==> config.mk <==
export PLATFORM = sky130hd
export DESIGN_NAME = bank_addr_map_pipe_flat
export DESIGN_NICKNAME = d
export VERILOG_FILES = /design/src/rtl/bank_addr_map_pipe_pkg.sv /design/src/rtl/bank_addr_map_pipe_if.sv /design/src/rtl/bank_addr_map_pipe_lane.sv /design/src/rtl/bank_addr_map_pipe.sv /design/src/flat_wrapper.sv
export SDC_FILE = /design/constraint.sdc
export NUM_CORES = 1
export LEC_CHECK = 0
export ABC_AREA = 1
export BUFFER_PORTS_ARGS = -buffer_cell sky130_fd_sc_hd__clkbuf_2
export CORE_MARGIN = 2
export CORE_UTILIZATION = 47
export CTS_CLUSTER_SIZE = 25
export DETAILED_ROUTE_END_ITERATION = 10
export GPL_ROUTABILITY_DRIVEN = 0
export PLACE_DENSITY_LB_ADDON = 0.3
export SLEW_MARGIN = 20
export SYNTH_ARGS = -nofsm -noshare
export SYNTH_HDL_FRONTEND = slang
export SYNTH_SLANG_ARGS = --single-unit
==> constraint.sdc <==
create_clock -name clk -period 1.8 [get_ports clk]
set_input_delay 0.18 -clock clk [delete_from_list [all_inputs] [get_ports clk]]
set_output_delay 0.18 -clock clk [all_outputs]
set_load 0.02 [all_outputs]
==> src/rtl/bank_addr_map_pipe_pkg.sv <==
// Shared definitions for the bank address mapping pipeline.
//   mode_e        : per-beat mapping selector carried alongside each beat
//   DEF_*         : default geometry used by the interface and the top level
package bank_addr_map_pipe_pkg;

    typedef enum logic {
        MODE_KYBER     = 1'b0,  // digit-sum bank mapping
        MODE_DILITHIUM = 1'b1   // paired-parity bank mapping
    } mode_e;

    localparam int DEF_IDX_W  = 8;
    localparam int DEF_BANK_W = 2;
    localparam int DEF_CNT_W  = 16;

endpackage

==> src/rtl/bank_addr_map_pipe_if.sv <==
// Bus bundle for bank_addr_map_pipe.
//   master : upstream/downstream side (drives beats in, accepts beats out)
//   slave  : the mapping pipeline itself
// Input side : flush, in_valid/in_ready, in_mode, in_idx (lane l at [l*IDX_W +: IDX_W])
// Output side: out_valid/out_ready, out_addr, out_bank, out_conflict,
//              conflict_cnt, conflict_sticky
interface bank_addr_map_pipe_if
    import bank_addr_map_pipe_pkg::*;
#(
    parameter int IDX_W  = DEF_IDX_W,
    parameter int BANK_W = DEF_BANK_W,
    parameter int CNT_W  = DEF_CNT_W
);
    localparam int NUM_LANES = 1 << BANK_W;

    logic                            flush;
    logic                            in_valid;
    logic                            in_ready;
    logic                            in_mode;
    logic [NUM_LANES*IDX_W-1:0]      in_idx;
    logic                            out_valid;
    logic                            out_ready;
    logic [NUM_LANES*(IDX_W-1)-1:0]  out_addr;
    logic [NUM_LANES*BANK_W-1:0]     out_bank;
    logic                            out_conflict;
    logic [CNT_W-1:0]                conflict_cnt;
    logic                            conflict_sticky;

    modport master (
        output flush, in_valid, in_mode, in_idx, out_ready,
        input  in_ready, out_valid, out_addr, out_bank, out_conflict,
               conflict_cnt, conflict_sticky
    );

    modport slave (
        input  flush, in_valid, in_mode, in_idx, out_ready,
        output in_ready, out_valid, out_addr, out_bank, out_conflict,
               conflict_cnt, conflict_sticky
    );

endinterface

==> src/rtl/bank_addr_map_pipe_lane.sv <==
// bank_map_lane: purely combinational index-to-bank mapping for one lane.
//   idx      : this lane's coefficient index
//   pair_idx : index of the even lane of this lane's pair (lane & ~1)
//   mode     : MODE_KYBER or MODE_DILITHIUM
//   addr     : row address inside the selected bank
//   bank     : selected bank number
module bank_map_lane
    import bank_addr_map_pipe_pkg::*;
#(
    parameter int IDX_W  = DEF_IDX_W,
    parameter int BANK_W = DEF_BANK_W,
    parameter int LANE   = 0
) (
    input  logic [IDX_W-1:0]  idx,
    input  logic [IDX_W-1:0]  pair_idx,
    input  logic              mode,
    output logic [IDX_W-2:0]  addr,
    output logic [BANK_W-1:0] bank
);
    localparam int   ADDR_W   = IDX_W - 1;
    // Number of BANK_W-bit digits, rounding up so a short top digit is included.
    localparam int   NDIG     = (IDX_W + BANK_W - 1) / BANK_W;
    localparam logic LANE_ODD = ((LANE % 2) == 1);

    logic [NDIG*BANK_W-1:0] idx_pad;
    logic [BANK_W-1:0]      digit_sum;
    logic [ADDR_W-1:0]      addr_kyber;
    logic [ADDR_W-1:0]      addr_dil;
    logic [BANK_W-1:0]      bank_dil;
    logic                   pair_parity;

    // Zero-extend so the top partial digit reads as a full digit.
    assign idx_pad = (NDIG*BANK_W)'(idx);

    // The sum is held in BANK_W bits, so wrap-around gives mod NUM_BANKS for free.
    always_comb begin
        digit_sum = '0;
        for (int d = 0; d < NDIG; d++) begin
            digit_sum = digit_sum + idx_pad[d*BANK_W +: BANK_W];
        end
    end

    assign addr_kyber  = ADDR_W'(idx >> BANK_W);
    assign addr_dil    = idx[IDX_W-1:1];
    // Both lanes of a pair share the parity of the even lane's index, and the
    // lane's own low bit separates them, so a pair never collides.
    assign pair_parity = ^pair_idx;
    assign bank_dil    = BANK_W'({LANE_ODD, pair_parity});

    assign addr = (mode == MODE_DILITHIUM) ? addr_dil : addr_kyber;
    assign bank = (mode == MODE_DILITHIUM) ? bank_dil : digit_sum;

endmodule

==> src/rtl/bank_addr_map_pipe.sv <==
// bank_addr_map_pipe: two-stage valid/ready pipeline mapping NUM_LANES
// coefficient indices per beat to (bank, address) pairs and flagging beats
// whose lanes collide on a bank.
//   clk  : rising-edge clock
//   rst  : synchronous active-high reset (beats in flight are lost)
//   bus  : bank_addr_map_pipe_if slave modport (handshakes, flush, results,
//          saturating conflict counter and sticky conflict flag)
// Stage S1 holds the mapped lanes; S2 holds them plus the conflict flag and
// drives the outputs. Latency 2 cycles, 1 beat/cycle without back-pressure.
module bank_addr_map_pipe
    import bank_addr_map_pipe_pkg::*;
#(
    parameter int IDX_W  = DEF_IDX_W,
    parameter int BANK_W = DEF_BANK_W,
    parameter int CNT_W  = DEF_CNT_W
) (
    input logic               clk,
    input logic               rst,
    bank_addr_map_pipe_if.slave bus
);
    localparam int NUM_LANES = 1 << BANK_W;
    localparam int ADDR_W    = IDX_W - 1;

    // The paired-parity mapping only produces a 2-bit bank number.
    generate
        if (BANK_W != 2) begin : g_bank_w_check
            $error("bank_addr_map_pipe: paired-parity mode needs BANK_W == 2");
        end
    endgenerate

    logic [NUM_LANES*ADDR_W-1:0] lane_addr;
    logic [NUM_LANES*BANK_W-1:0] lane_bank;

    generate
        for (genvar gi = 0; gi < NUM_LANES; gi++) begin : g_lane
            bank_map_lane #(
                .IDX_W  (IDX_W),
                .BANK_W (BANK_W),
                .LANE   (gi)
            ) u_lane (
                .idx      (bus.in_idx[gi*IDX_W +: IDX_W]),
                .pair_idx (bus.in_idx[(gi - (gi % 2))*IDX_W +: IDX_W]),
                .mode     (bus.in_mode),
                .addr     (lane_addr[gi*ADDR_W +: ADDR_W]),
                .bank     (lane_bank[gi*BANK_W +: BANK_W])
            );
        end
    endgenerate

    logic                        s1_valid_reg;
    logic [NUM_LANES*ADDR_W-1:0] s1_addr_reg;
    logic [NUM_LANES*BANK_W-1:0] s1_bank_reg;
    logic                        s1_conflict;

    logic                        s2_valid_reg;
    logic [NUM_LANES*ADDR_W-1:0] s2_addr_reg;
    logic [NUM_LANES*BANK_W-1:0] s2_bank_reg;
    logic                        s2_conflict_reg;

    logic [CNT_W-1:0]            cnt_reg;
    logic                        sticky_reg;

    logic s2_adv;
    logic s1_adv;
    logic in_fire;
    logic out_fire;

    // Ready ripples back combinationally so a full pipe keeps streaming.
    assign s2_adv       = !s2_valid_reg || bus.out_ready;
    assign s1_adv       = !s1_valid_reg || s2_adv;
    assign bus.in_ready = s1_adv && !bus.flush && !rst;
    assign in_fire      = bus.in_valid && bus.in_ready;
    assign out_fire     = s2_valid_reg && bus.out_ready;

    // Pairwise compare of every lane's bank against every later lane.
    always_comb begin
        s1_conflict = 1'b0;
        for (int i = 0; i < NUM_LANES; i++) begin
            for (int j = i + 1; j < NUM_LANES; j++) begin
                if (s1_bank_reg[i*BANK_W +: BANK_W] == s1_bank_reg[j*BANK_W +: BANK_W]) begin
                    s1_conflict = 1'b1;
                end
            end
        end
    end

    always_ff @(posedge clk) begin
        if (rst) begin
            s1_valid_reg <= 1'b0;
            s1_addr_reg  <= '0;
            s1_bank_reg  <= '0;
        end else if (bus.flush) begin
            s1_valid_reg <= 1'b0;
        end else if (s1_adv) begin
            s1_valid_reg <= in_fire;
            if (in_fire) begin
                s1_addr_reg <= lane_addr;
                s1_bank_reg <= lane_bank;
            end
        end
    end

    // Data only moves on advance, which keeps the outputs frozen under stall.
    always_ff @(posedge clk) begin
        if (rst) begin
            s2_valid_reg    <= 1'b0;
            s2_addr_reg     <= '0;
            s2_bank_reg     <= '0;
            s2_conflict_reg <= 1'b0;
        end else if (bus.flush) begin
            s2_valid_reg <= 1'b0;
        end else if (s2_adv) begin
            s2_valid_reg <= s1_valid_reg;
            if (s1_valid_reg) begin
                s2_addr_reg     <= s1_addr_reg;
                s2_bank_reg     <= s1_bank_reg;
                s2_conflict_reg <= s1_conflict;
            end
        end
    end

    // Only delivered beats are counted; flush leaves the statistics alone.
    always_ff @(posedge clk) begin
        if (rst) begin
            cnt_reg    <= '0;
            sticky_reg <= 1'b0;
        end else if (out_fire && s2_conflict_reg) begin
            sticky_reg <= 1'b1;
            if (cnt_reg != {CNT_W{1'b1}}) begin
                cnt_reg <= cnt_reg + 1'b1;
            end
        end
    end

    assign bus.out_valid       = s2_valid_reg;
    assign bus.out_addr        = s2_addr_reg;
    assign bus.out_bank        = s2_bank_reg;
    assign bus.out_conflict    = s2_conflict_reg;
    assign bus.conflict_cnt    = cnt_reg;
    assign bus.conflict_sticky = sticky_reg;

endmodule

==> src/flat_wrapper.sv <==
// flat-port wrapper written by rule: the top's interface ports become plain ports
module bank_addr_map_pipe_flat import bank_addr_map_pipe_pkg::*;
#(
    parameter int IDX_W  = DEF_IDX_W,
    parameter int BANK_W = DEF_BANK_W,
    parameter int CNT_W  = DEF_CNT_W
)
  (clk, rst, bus_flush, bus_in_valid, bus_in_mode, bus_in_idx, bus_out_ready, bus_in_ready, bus_out_valid, bus_out_addr, bus_out_bank, bus_out_conflict, bus_conflict_cnt, bus_conflict_sticky);
  bank_addr_map_pipe_if #(.IDX_W(IDX_W), .BANK_W(BANK_W), .CNT_W(CNT_W)) bus_i ();
  input logic clk;
  input logic rst;
  input wire logic [$bits(bus_i.flush)-1:0] bus_flush;
  input wire logic [$bits(bus_i.in_valid)-1:0] bus_in_valid;
  input wire logic [$bits(bus_i.in_mode)-1:0] bus_in_mode;
  input wire logic [$bits(bus_i.in_idx)-1:0] bus_in_idx;
  input wire logic [$bits(bus_i.out_ready)-1:0] bus_out_ready;
  output wire logic [$bits(bus_i.in_ready)-1:0] bus_in_ready;
  output wire logic [$bits(bus_i.out_valid)-1:0] bus_out_valid;
  output wire logic [$bits(bus_i.out_addr)-1:0] bus_out_addr;
  output wire logic [$bits(bus_i.out_bank)-1:0] bus_out_bank;
  output wire logic [$bits(bus_i.out_conflict)-1:0] bus_out_conflict;
  output wire logic [$bits(bus_i.conflict_cnt)-1:0] bus_conflict_cnt;
  output wire logic [$bits(bus_i.conflict_sticky)-1:0] bus_conflict_sticky;
  assign bus_i.flush = bus_flush;
  assign bus_i.in_valid = bus_in_valid;
  assign bus_i.in_mode = bus_in_mode;
  assign bus_i.in_idx = bus_in_idx;
  assign bus_i.out_ready = bus_out_ready;
  assign bus_in_ready = bus_i.in_ready;
  assign bus_out_valid = bus_i.out_valid;
  assign bus_out_addr = bus_i.out_addr;
  assign bus_out_bank = bus_i.out_bank;
  assign bus_out_conflict = bus_i.out_conflict;
  assign bus_conflict_cnt = bus_i.conflict_cnt;
  assign bus_conflict_sticky = bus_i.conflict_sticky;
  bank_addr_map_pipe #(.IDX_W(IDX_W), .BANK_W(BANK_W), .CNT_W(CNT_W)) u_core (.clk(clk), .rst(rst), .bus(bus_i));
endmodule
==> summary.md, run 1 <==
| Metric | Value |
|---|---|
| Outcome | finished, final reports clean |
| Initial antenna violation count | 0 |
| Leakage | 2.82 nW |
| Largest net degree at the start of global routing | 64 |
| Type of the most critical hold path | in -> reg |
| DP HPWL | 8680 µm |
| Power density over cell area | 727 nW/µm² |
| Net count, final | 853 |
| Required time of the critical path | 2.10 ns |
| Setup violators final | 0 |
| Fin. max-slew vios | 0 |
| Syn Nets | 770 |
| Post-synth top cells | nand2_1 (174), nor2_1 (136), dfxtp_1 (92), o21ai_0 (69), inv_1 (63) |
| Top-count cell post-synth | nand2_1 |
| Crit path DAT | 1.89 ns |
| Post-synthesis async set-or-reset flop share | 0% |
| First-pass GRT wire length | 20200 µm |
| Clk_lat worst skew | 0.37 ns |
| Ys flop type | dfxtp_1 |
| Syn_area_per_cell | 6.64 µm² |
| Maxcap violations | 0 |
| Inserted Clock Buffers | 9 |
| Root buffer cell | clkbuf_8 |
| Total grt overflow | 0 |
| Diodes inserted | 0 |
| Final hold violation count | 0 |
| Via density | 5.05 |
| RSZ-0062 raised after global routing | no |
| Setup TNS | 0 ns |
| Reg clk slew, reported paths | 0.08 ns |
| Routed Antenna Nets | 0 |
| Num ports | 94 |
| Worst Setup End Kind | flop |
| Synth top area share | 38.4% |
| Routed WL | 12100 µm |
| CTS tree | yes |
| Num rows | 36 |
| Initial DRC count | 273 |
| Number of flops mapped to enable cells by yosys | 0 |
| Core area | 9860 µm² |
| Post-CTS Hold Fix Bufs | 0 |
| Multi-input gate area | 2560 µm² |
| DRT Pass-1 Iters | 5 |
| Post-Syn Instances | 723 |
| Die Height | 105 µm |
| Fin area | 5630 µm² |
| Slew of the pin with the lowest slew margin | 0.366 ns |
| Vias | 4764 |
| Fillers | 921 |
| Final Skew | 0.00644 ns |
| Drc violations | 0 |
| Worst-path fanout max | 16 |
| Die Area | 11000 µm² |
| Synthesized area | 4800 µm² |
| Worst-case vdd ir drop | 360 µV |
| Syn-to-layout area delta | 17.3% |
| Port bufs | 93 |
| Post-layout min period | 1.59 ns |
| Yosys reg bits | 92 |
| CTS Buffer Depth | 2 |
| Post-synthesis sequential area ratio | 38.4% |
| Crit Path Class | reg -> reg |
| Synth area leaders | dfxtp_1 (38%), nand2_1 (14%), nor2_1 (11%) |
| Die width | 105 µm |
| Register area | 1840 µm² |
| Startpoint types | flop |
| Pre-CTS setup slack | 0.127 ns |
| Share of cells above drive strength 1 | 17.6% |
| Largest area contributor in the netlist | dfxtp_1 |
| WL/cell | 12.8 µm |
| Vias in the first global route | 4417 |
| Synth unique cells | 30 |
| # clock sinks | 92 |
| PnR worst setup slack | 0.207 ns |
| Final Cycle Share | 88.5% |
| FMAX | 628 MHz |
| H-Tree Level Count | 3 |
| Starting Density | 48.7% |
| Worst rel slew slack | 75.6% |
| Placed instance area | 5430 µm² |
| Yosys warns | 0 |
| Total track usage | 22.2% |
## metrics by stage
stage / total power (W) / utilization [%] / instances / hold WS, ns
floorplan: 0.00252 / - / 723 / 0.328
global placement: 0.00268 / 55.0 / 928 / 0.462
detailed placement: 0.00270 / 55.0 / 928 / 0.468
CTS: 0.00412 / 57.1 / 944 / 0.102
global route: 0.00427 / 57.1 / 944 / 0.130
finish: 0.00409 / 57.1 / 944 / 0.118
## layer usage
| layer | vias to the layer above | global-route usage [%] | share of wire [%] |
|---|---|---|---|
| li1 | 2451 | - | - |
| met1 | 2163 | 29.9 | 47 |
| met2 | 128 | 34.8 | 45 |
| met3 | 22 | 3.93 | 6.2 |
| met4 | 0 | 9.71 | 2.3 |
| met5 | - | 0 | 0 |
## power by group
part	internal (W)	total, W	switching (W)
clock	0.000714	0.00143	0.000716
combinational	0.000203	0.000543	0.000340
sequential	0.00208	0.00212	0.0000366
## layout make-up
class	count	share of cell area [%]
Timing Repair Buffer	108	10.9
Multi-Input combinational cell	529	45.4
Clock inverter	4	0.844
Clock buffer	12	2.75
Inverter	66	4.44
Tap cell	133	2.95
Sequential cell	92	32.7
## cell usage in the layout, fill, tap and decap left out, types with 2 or more instances in the layout
cell type  count
inv_1         63
buf_4         12
clkinv_2       2
nor2_2         4
nor2_1       135
clkbuf_2      93
clkbuf_8      11
nand4_1        5
nand3_1       16
dfxtp_1       92
a21oi_2        9
nor3_1        21
nand2_1      174
ha_1           5
a21oi_1       46
buf_12         3
fa_1           4
xor2_1        14
a22oi_1        4
o21ai_1        3
o21ai_0       69
xnor2_1       14
## cells by family (layout without fill, tap and decap cells)
group | Yosys count | in the layout | share of synthesized area [%]
AOI/OAI and AO/OA | 133 | 133 | 15.1
DFF | 92 | 92 | 38.4
xor gates and xnor gates | 28 | 28 | 5.11
buffers and inverters | 102 | 190 | 8.60
adders and majority gates | 9 | 9 | 2.97
and+or+nand+nor | 359 | 359 | 29.9
## worst max-delay path: stages (launching register included)
cell     delay, ns
dfxtp_1       0.42
ha_1          0.20
nand2_1       0.08
nor2_2        0.14
nand2_2       0.11
o21ai_4       0.20
buf_12        0.17
nand2_1       0.08
a21oi_2       0.14
## timing repair
| item | in CTS | in global routing |
|---|---|---|
| setup buffers | 0 | 0 |
| gates resized for setup | 0 | 3 |
| setup endpoints to repair | 0 | 7 |
## worst paths after layout
| path | endpoint | start | cells after the start | slack [ns] |
|---|---|---|---|---|
| worst min-delay path | u_core.s1_addr_reg[11] | bus_in_idx[14] | 3 | 0.12 |
| worst max-delay path | u_core.bus.conflict_cnt[10] | u_core.bus.conflict_cnt[1] | 8 | 0.21 |
| worst min register to register | u_core.bus.out_addr[10] | u_core.s1_addr_reg[10] | 2 | 0.48 |
| worst max register to register | u_core.bus.conflict_cnt[10] | u_core.bus.conflict_cnt[1] | 8 | 0.21 |
Power figures use the tool's default switching activity.
==> run 2, diff against run 1 <==
--- a/config.mk
+++ b/config.mk
@@ -5,9 +5,8 @@
 export SDC_FILE = /design/constraint.sdc
 export NUM_CORES = 1
 export LEC_CHECK = 0
-export ABC_AREA = 1
 export BUFFER_PORTS_ARGS = -buffer_cell sky130_fd_sc_hd__clkbuf_2
-export CORE_MARGIN = 2
+export CORE_MARGIN = 3
 export CORE_UTILIZATION = 47
 export CTS_CLUSTER_SIZE = 25
 export DETAILED_ROUTE_END_ITERATION = 10
==> summary.md, run 2 <==
| Metric | Value |
|---|---|
| Post-synthesis async set-or-reset flop share | 0% |
| CTS tree | yes |
| Starting Density | 48.8% |
| Num rows | 34 |
| Most common cell after layout, fill and taps aside | clkbuf_2 |
| Worst Setup End Kind | flop |
| Syn_area_per_cell | 8.90 µm² |
| Routed Antenna Nets | 0 |
| WL/cell | 14.1 µm |
| Leakage | 2.08 nW |
| Synthesized area | 4270 µm² |
| Register area | 1850 µm² |
| Inserted Clock Buffers | 9 |
| Die width | 101 µm |
| Maxcap violations | 0 |
| Clk_lat worst skew | 0.35 ns |
| Die Height | 101 µm |
| Top-count cell post-synth | dfxtp_1 |
| Total track usage | 19.1% |
| Vias | 3722 |
| Worst-case vdd ir drop | 589 µV |
| Share of cells above drive strength 1 | 26.5% |
| Power density over cell area | 757 nW/µm² |
| Most frequent cells in the layout | clkbuf_2 (92), dfxtp_1 (88), nand2_1 (79) |
| Non-filler cells, final | 689 |
| Met3 routed WL | 386 µm |
| Final hold violation count | 0 |
| Crit path DAT | 2.03 ns |
| Post-Place Cells | 670 |
| RSZ-0062 raised after global routing | yes |
| Vias in the first global route | 3521 |
| Core area | 8760 µm² |
| Outcome | finished, final reports clean |
| Initial DRC count | 119 |
| Required time of the critical path | 2.07 ns |
| Syn-to-layout area delta | 20.6% |
| Placed instance area | 4930 µm² |
| Initial antenna violation count | 0 |
| Drc violations | 0 |
| Net count, final | 623 |
| Post-synthesis sequential area ratio | 43.1% |
| Final Cycle Share | 97.5% |
| Final Skew | 0.0145 ns |
| Largest net degree at the start of global routing | 50 |
| Fin area | 5150 µm² |
| Ys flop type | dfxtp_1 |
| Setup violators final | 0 |
| Diodes inserted | 0 |
| Yosys reg bits | 92 |
| Yosys warns | 0 |
| H-Tree Level Count | 3 |
| Largest area contributor in the netlist | dfxtp_1 |
| Post-synth top cells | dfxtp_1 (92), nand2_1 (79), a21oi_1 (50), nor2_1 (36), mux2i_1 (29) |
| DRT Pass-1 Iters | 5 |
| Post-layout min period | 1.76 ns |
| First-pass GRT wire length | 16000 µm |
| Hold WS | 0.0872 ns |
| Number of flops mapped to enable cells by yosys | 0 |
| Met2 wire len | 4860 µm |
| DP HPWL | 7090 µm |
| Setup TNS | 0 ns |
| CTS Buffer Depth | 2 |
| Synth top area share | 43.1% |
| Multi-input gate area | 2280 µm² |
| # clock sinks | 92 |
| Fillers | 813 |
| Routed WL | 9740 µm |
| Root buffer cell | clkbuf_8 |
| Startpoint types | flop |
| Post-CTS Hold Fix Bufs | 0 |
| Worst-path fanout max | 6 |
| Port bufs | 93 |
| Reg clk slew, reported paths | 0.09 ns |
| FMAX | 570 MHz |
| Total grt overflow | 0 |
| Fin. max-slew vios | 0 |
| Num ports | 94 |
| Synth area leaders | dfxtp_1 (43%), nand2_1 (6.9%), mux2i_1 (6.8%) |
| Slew of the pin with the lowest slew margin | 0.498 ns |
| Synth unique cells | 44 |
| Syn Nets | 527 |
| Crit Path Class | reg -> reg |
| Via density | 5.40 |
| Met1 WL | 4340 µm |
| Post-Syn Instances | 480 |
| Type of the most critical hold path | in -> reg |
| Worst rel slew slack | 66.8% |
| DR top layer | met4 |
| Die Area | 10300 µm² |
| Tot Pwr | 0.00390 W |
-- run 2: path summary, 6_finish.rpt --
kind | from | endpoint | slack (ns) | cells past startpoint
max | u_core.bus.out_valid | u_core.bus.conflict_cnt[7] | 0.04 | 4
min | bus_flush | u_core.s1_valid_reg | 0.09 | 2
min reg2reg | u_core.s1_addr_reg[0] | u_core.bus.out_addr[0] | 0.45 | 2
max reg2reg | u_core.bus.out_valid | u_core.bus.conflict_cnt[7] | 0.04 | 4
-- run 2: critical path, stage by stage, from the launching register on --
cell	delay (ns)
dfxtp_1	0.36
and3_4	0.20
nand4_1	0.24
or4_2	0.70
a21oi_1	0.18
-- run 2: area by class of cell --
class,count,area share (%)
Sequential cell,92,35.8
Timing Repair Buffer,119,13.6
Tap cell,108,2.62
Multi-Input combinational cell,351,44.3
Inverter,3,0.219
Clock inverter,6,0.898
Clock buffer,10,2.48
-- run 2: metal layers --
metal  vias to the layer above  global-route usage (%)
met2                        78                    32.2
met5                         -                       0
met4                         0                    6.03
li1                       1863                       -
met1                      1766                    24.2
met3                        15                    4.27
-- run 2: timing repair --
item	in CTS	in global routing
pin swaps	0	4
hold endpoints to repair	0	0
resized for setup	1	8
buffers inserted	0	3
setup endpoints to repair	1	8
-- run 2: cell families after synthesis --
logic type	after synthesis	synth area share, %
AND/OR/NAND/NOR	173	19.7
AO/OA/AOI/OAI	96	13.8
flip-flops	92	43.1
XOR/XNOR	40	8.20
buffers and inverters	37	4.04
multiplexers	33	7.85
adder cells (fa/ha/maj)	9	3.34
-- run 2: stage by stage --
step | worst slack [ns] | utilization [%]
after CTS | 0.00502 | 58.3
after global routing | -0.0256 | 58.8
after floorplan | 0.0413 | -
final | 0.0445 | 58.8
after detailed placement | 0.0265 | 56.3
after global placement | 0.113 | 56.3
-- run 2: power by group --
group	switching, W	total, W	internal (W)
Clock	0.000753	0.00127	0.000516
Combinational	0.000272	0.000505	0.000233
Sequential	0.0000416	0.00212	0.00208
Total	0.00107	0.00390	0.00283
==> run 3, diff against run 2 <==
--- a/config.mk
+++ b/config.mk
@@ -15,4 +15,5 @@
 export SLEW_MARGIN = 20
 export SYNTH_ARGS = -nofsm -noshare
 export SYNTH_HDL_FRONTEND = slang
+export SYNTH_HIERARCHICAL = 1
 export SYNTH_SLANG_ARGS = --single-unit
==> summary.md, run 3 <==
| Metric | Value |
|---|---|
| Outcome | finished, final reports clean |
| Syn_area_per_cell | 8.32 µm² |
| Post-synthesis async set-or-reset flop share | 0% |
| First-pass GRT wire length | 17800 µm |
| Root buffer cell | clkbuf_8 |
| Reg2Reg Depth | 4 |
| Inserted Clock Buffers | 9 |
| Synth area leaders | dfxtp_1 (40%), nand2_1 (12%), a21oi_1 (9.5%) |
| Num ports | 94 |
| CTS tree | yes |
| Vias in the first global route | 3772 |
| Post-synth top cells | nand2_1 (148), dfxtp_1 (92), a21oi_1 (87), xnor2_1 (48), mux2_2 (26) |
| Drc violations | 0 |
| Power density over cell area | 781 nW/µm² |
| Post-Syn Instances | 551 |
| Post-CTS Hold Fix Bufs | 0 |
| Core area | 9370 µm² |
| Most frequent cells in the layout | nand2_1 (148), clkbuf_2 (92), dfxtp_1 (89) |
| Routed WL | 10600 µm |
| Final Skew | 0.00725 ns |
| Maxcap violations | 0 |
| Synth top area share | 40.2% |
| Most common cell after layout, fill and taps aside | nand2_1 |
| Synthesized area | 4580 µm² |
| Syn Nets | 598 |
| Fin. max-slew vios | 0 |
| Worst Setup End Kind | flop |
| Yosys warns | 6 |
| Via density | 5.16 |
| Type of the most critical hold path | in -> reg |
| Startpoint types | flop |
| Post-Place Cells | 759 |
| Hold WS | 0.154 ns |
| Leakage | 2.14 nW |
| Net count, final | 690 |
| Number of flops mapped to enable cells by yosys | 0 |
| Non-filler cells, final | 777 |
| Top-count cell post-synth | nand2_1 |
| Port bufs | 93 |
| Reg clk slew, reported paths | 0.09 ns |
| Clk_lat worst skew | 0.35 ns |
| Worst-path fanout max | 6 |
| Starting Density | 48.9% |
| Setup crit start | u_core/bus.conflict_cnt[6] |
| Post-synthesis sequential area ratio | 40.2% |
| Final hold violation count | 0 |
| Syn-to-layout area delta | 20.9% |
| FF-to-FF setup slack | 0.08 ns |
| Slew of the pin with the lowest slew margin | 0.387 ns |
| H-Tree Level Count | 3 |
| Setup violators final | 0 |
| Die Height | 105 µm |
| Required time of the critical path | 2.05 ns |
| DP HPWL | 7600 µm |
| Die Area | 11000 µm² |
| WL/cell | 13.6 µm |
| RSZ-0062 raised after global routing | no |
| Total track usage | 19.5% |
| R2r endpoint | u_core/bus.conflict_cnt[15] |
| Vias | 4013 |
| Worst Setup EP | u_core/bus.conflict_cnt[15] |
| # clock sinks | 92 |
| Synth unique cells | 43 |
| Yosys reg bits | 92 |
| Diodes inserted | 0 |
| Post-layout min period | 1.72 ns |
| Initial DRC count | 165 |
| Worst rel slew slack | 74.2% |
| DRT Pass-1 Iters | 5 |
| CTS Buffer Depth | 2 |
| Die width | 105 µm |
| Total grt overflow | 0 |
| FF-to-FF Start | u_core/bus.conflict_cnt[6] |
| Num rows | 35 |
| FMAX | 580 MHz |
| Largest net degree at the start of global routing | 67 |
| Crit Path Class | reg -> reg |
| Crit path DAT | 1.98 ns |
| Final Cycle Share | 95.8% |
| Share of cells above drive strength 1 | 26.9% |
| Ys flop type | dfxtp_1 |
| Routed Antenna Nets | 0 |
| Initial antenna violation count | 0 |
| Largest area contributor in the netlist | dfxtp_1 |
| Worst-case vdd ir drop | 351 µV |
==> run 3: how the worst min path moves through the flow <==
stage / start / end / slack, ns / cells after the start
finish: bus_in_valid / u_core/s1_valid_reg / 0.15 / 3
global route: bus_in_valid / u_core/s1_valid_reg / 0.14 / 3
CTS: bus_in_valid / u_core/s1_valid_reg / 0.14 / 3
detailed placement: u_core/s1_addr_reg[11] / u_core/bus.out_addr[11] / 0.44 / 2
global placement: u_core/s1_addr_reg[25] / u_core/bus.out_addr[25] / 0.44 / 2
floorplan: bus_in_valid / u_core/s1_valid_reg / 0.35 / 2
==> run 3: cell families (layout without fill, tap and decap cells) <==
group | after synthesis | count (layout) | share of synthesized area [%]
and+or+nand+nor | 214 | 214 | 20.9
AOI/OAI and AO/OA | 108 | 108 | 13.2
DFF | 92 | 92 | 40.2
xor gates and xnor gates | 60 | 60 | 11.5
buffers and inverters | 41 | 138 | 4.45
muxes | 27 | 27 | 6.71
adders and majority gates | 9 | 9 | 3.11
==> run 3: what timing repair did <==
action,CTS,global route
buffers inserted,0,2
gates cloned,0,0
gates resized for setup,1,5
endpoints found under the setup margin,1,41
==> run 3: area by class of cell <==
cell class / instances / area (µm²)
tap: 129 / 161
clock inverter: 5 / 100
fill: 878 / 3830
sequential: 92 / 1850
timing repair buffer: 119 / 726
multi-input combinational: 418 / 2570
clock buffer: 11 / 131
inverter: 3 / 11.3
==> run 3: critical path, stage by stage, from the launching register on <==
cell and delay [ns]:
dfxtp_1 0.46, nand4_4 0.17, or2_4 0.31, nor4_1 0.31, mux2_2 0.36
==> run 3: metal layers <==
layer	wire [µm]	global-route usage, %	up-vias
met5	0	0	-
met2	5190	32.4	96
met3	560	5.50	9
li1	-	-	2038
met4	129	5.44	0
met1	4720	24.9	1870
==> run 3: stage by stage <==
step	area (µm²)	util (%)	total power, W	setup WS, ns	setup TNS [ns]
after floorplan	4590	-	0.00259	0.0112	0
after global placement	5260	56.1	0.00274	0.0864	0
after detailed placement	5260	56.1	0.00276	-0.0250	-0.0250
after CTS	5490	58.6	0.00438	0.0192	0
after global routing	5540	59.1	0.00453	0.00762	0
final	5540	59.1	0.00433	0.0759	0
==> run 3: where the power goes <==
part | leakage, nW | internal (W) | switching, W
logic | 1.28 | 0.000299 | 0.000312
registers | 0.745 | 0.00207 | 0.0000322
clock network | 0.117 | 0.000920 | 0.000698
total | 2.14 | 0.00329 | 0.00104
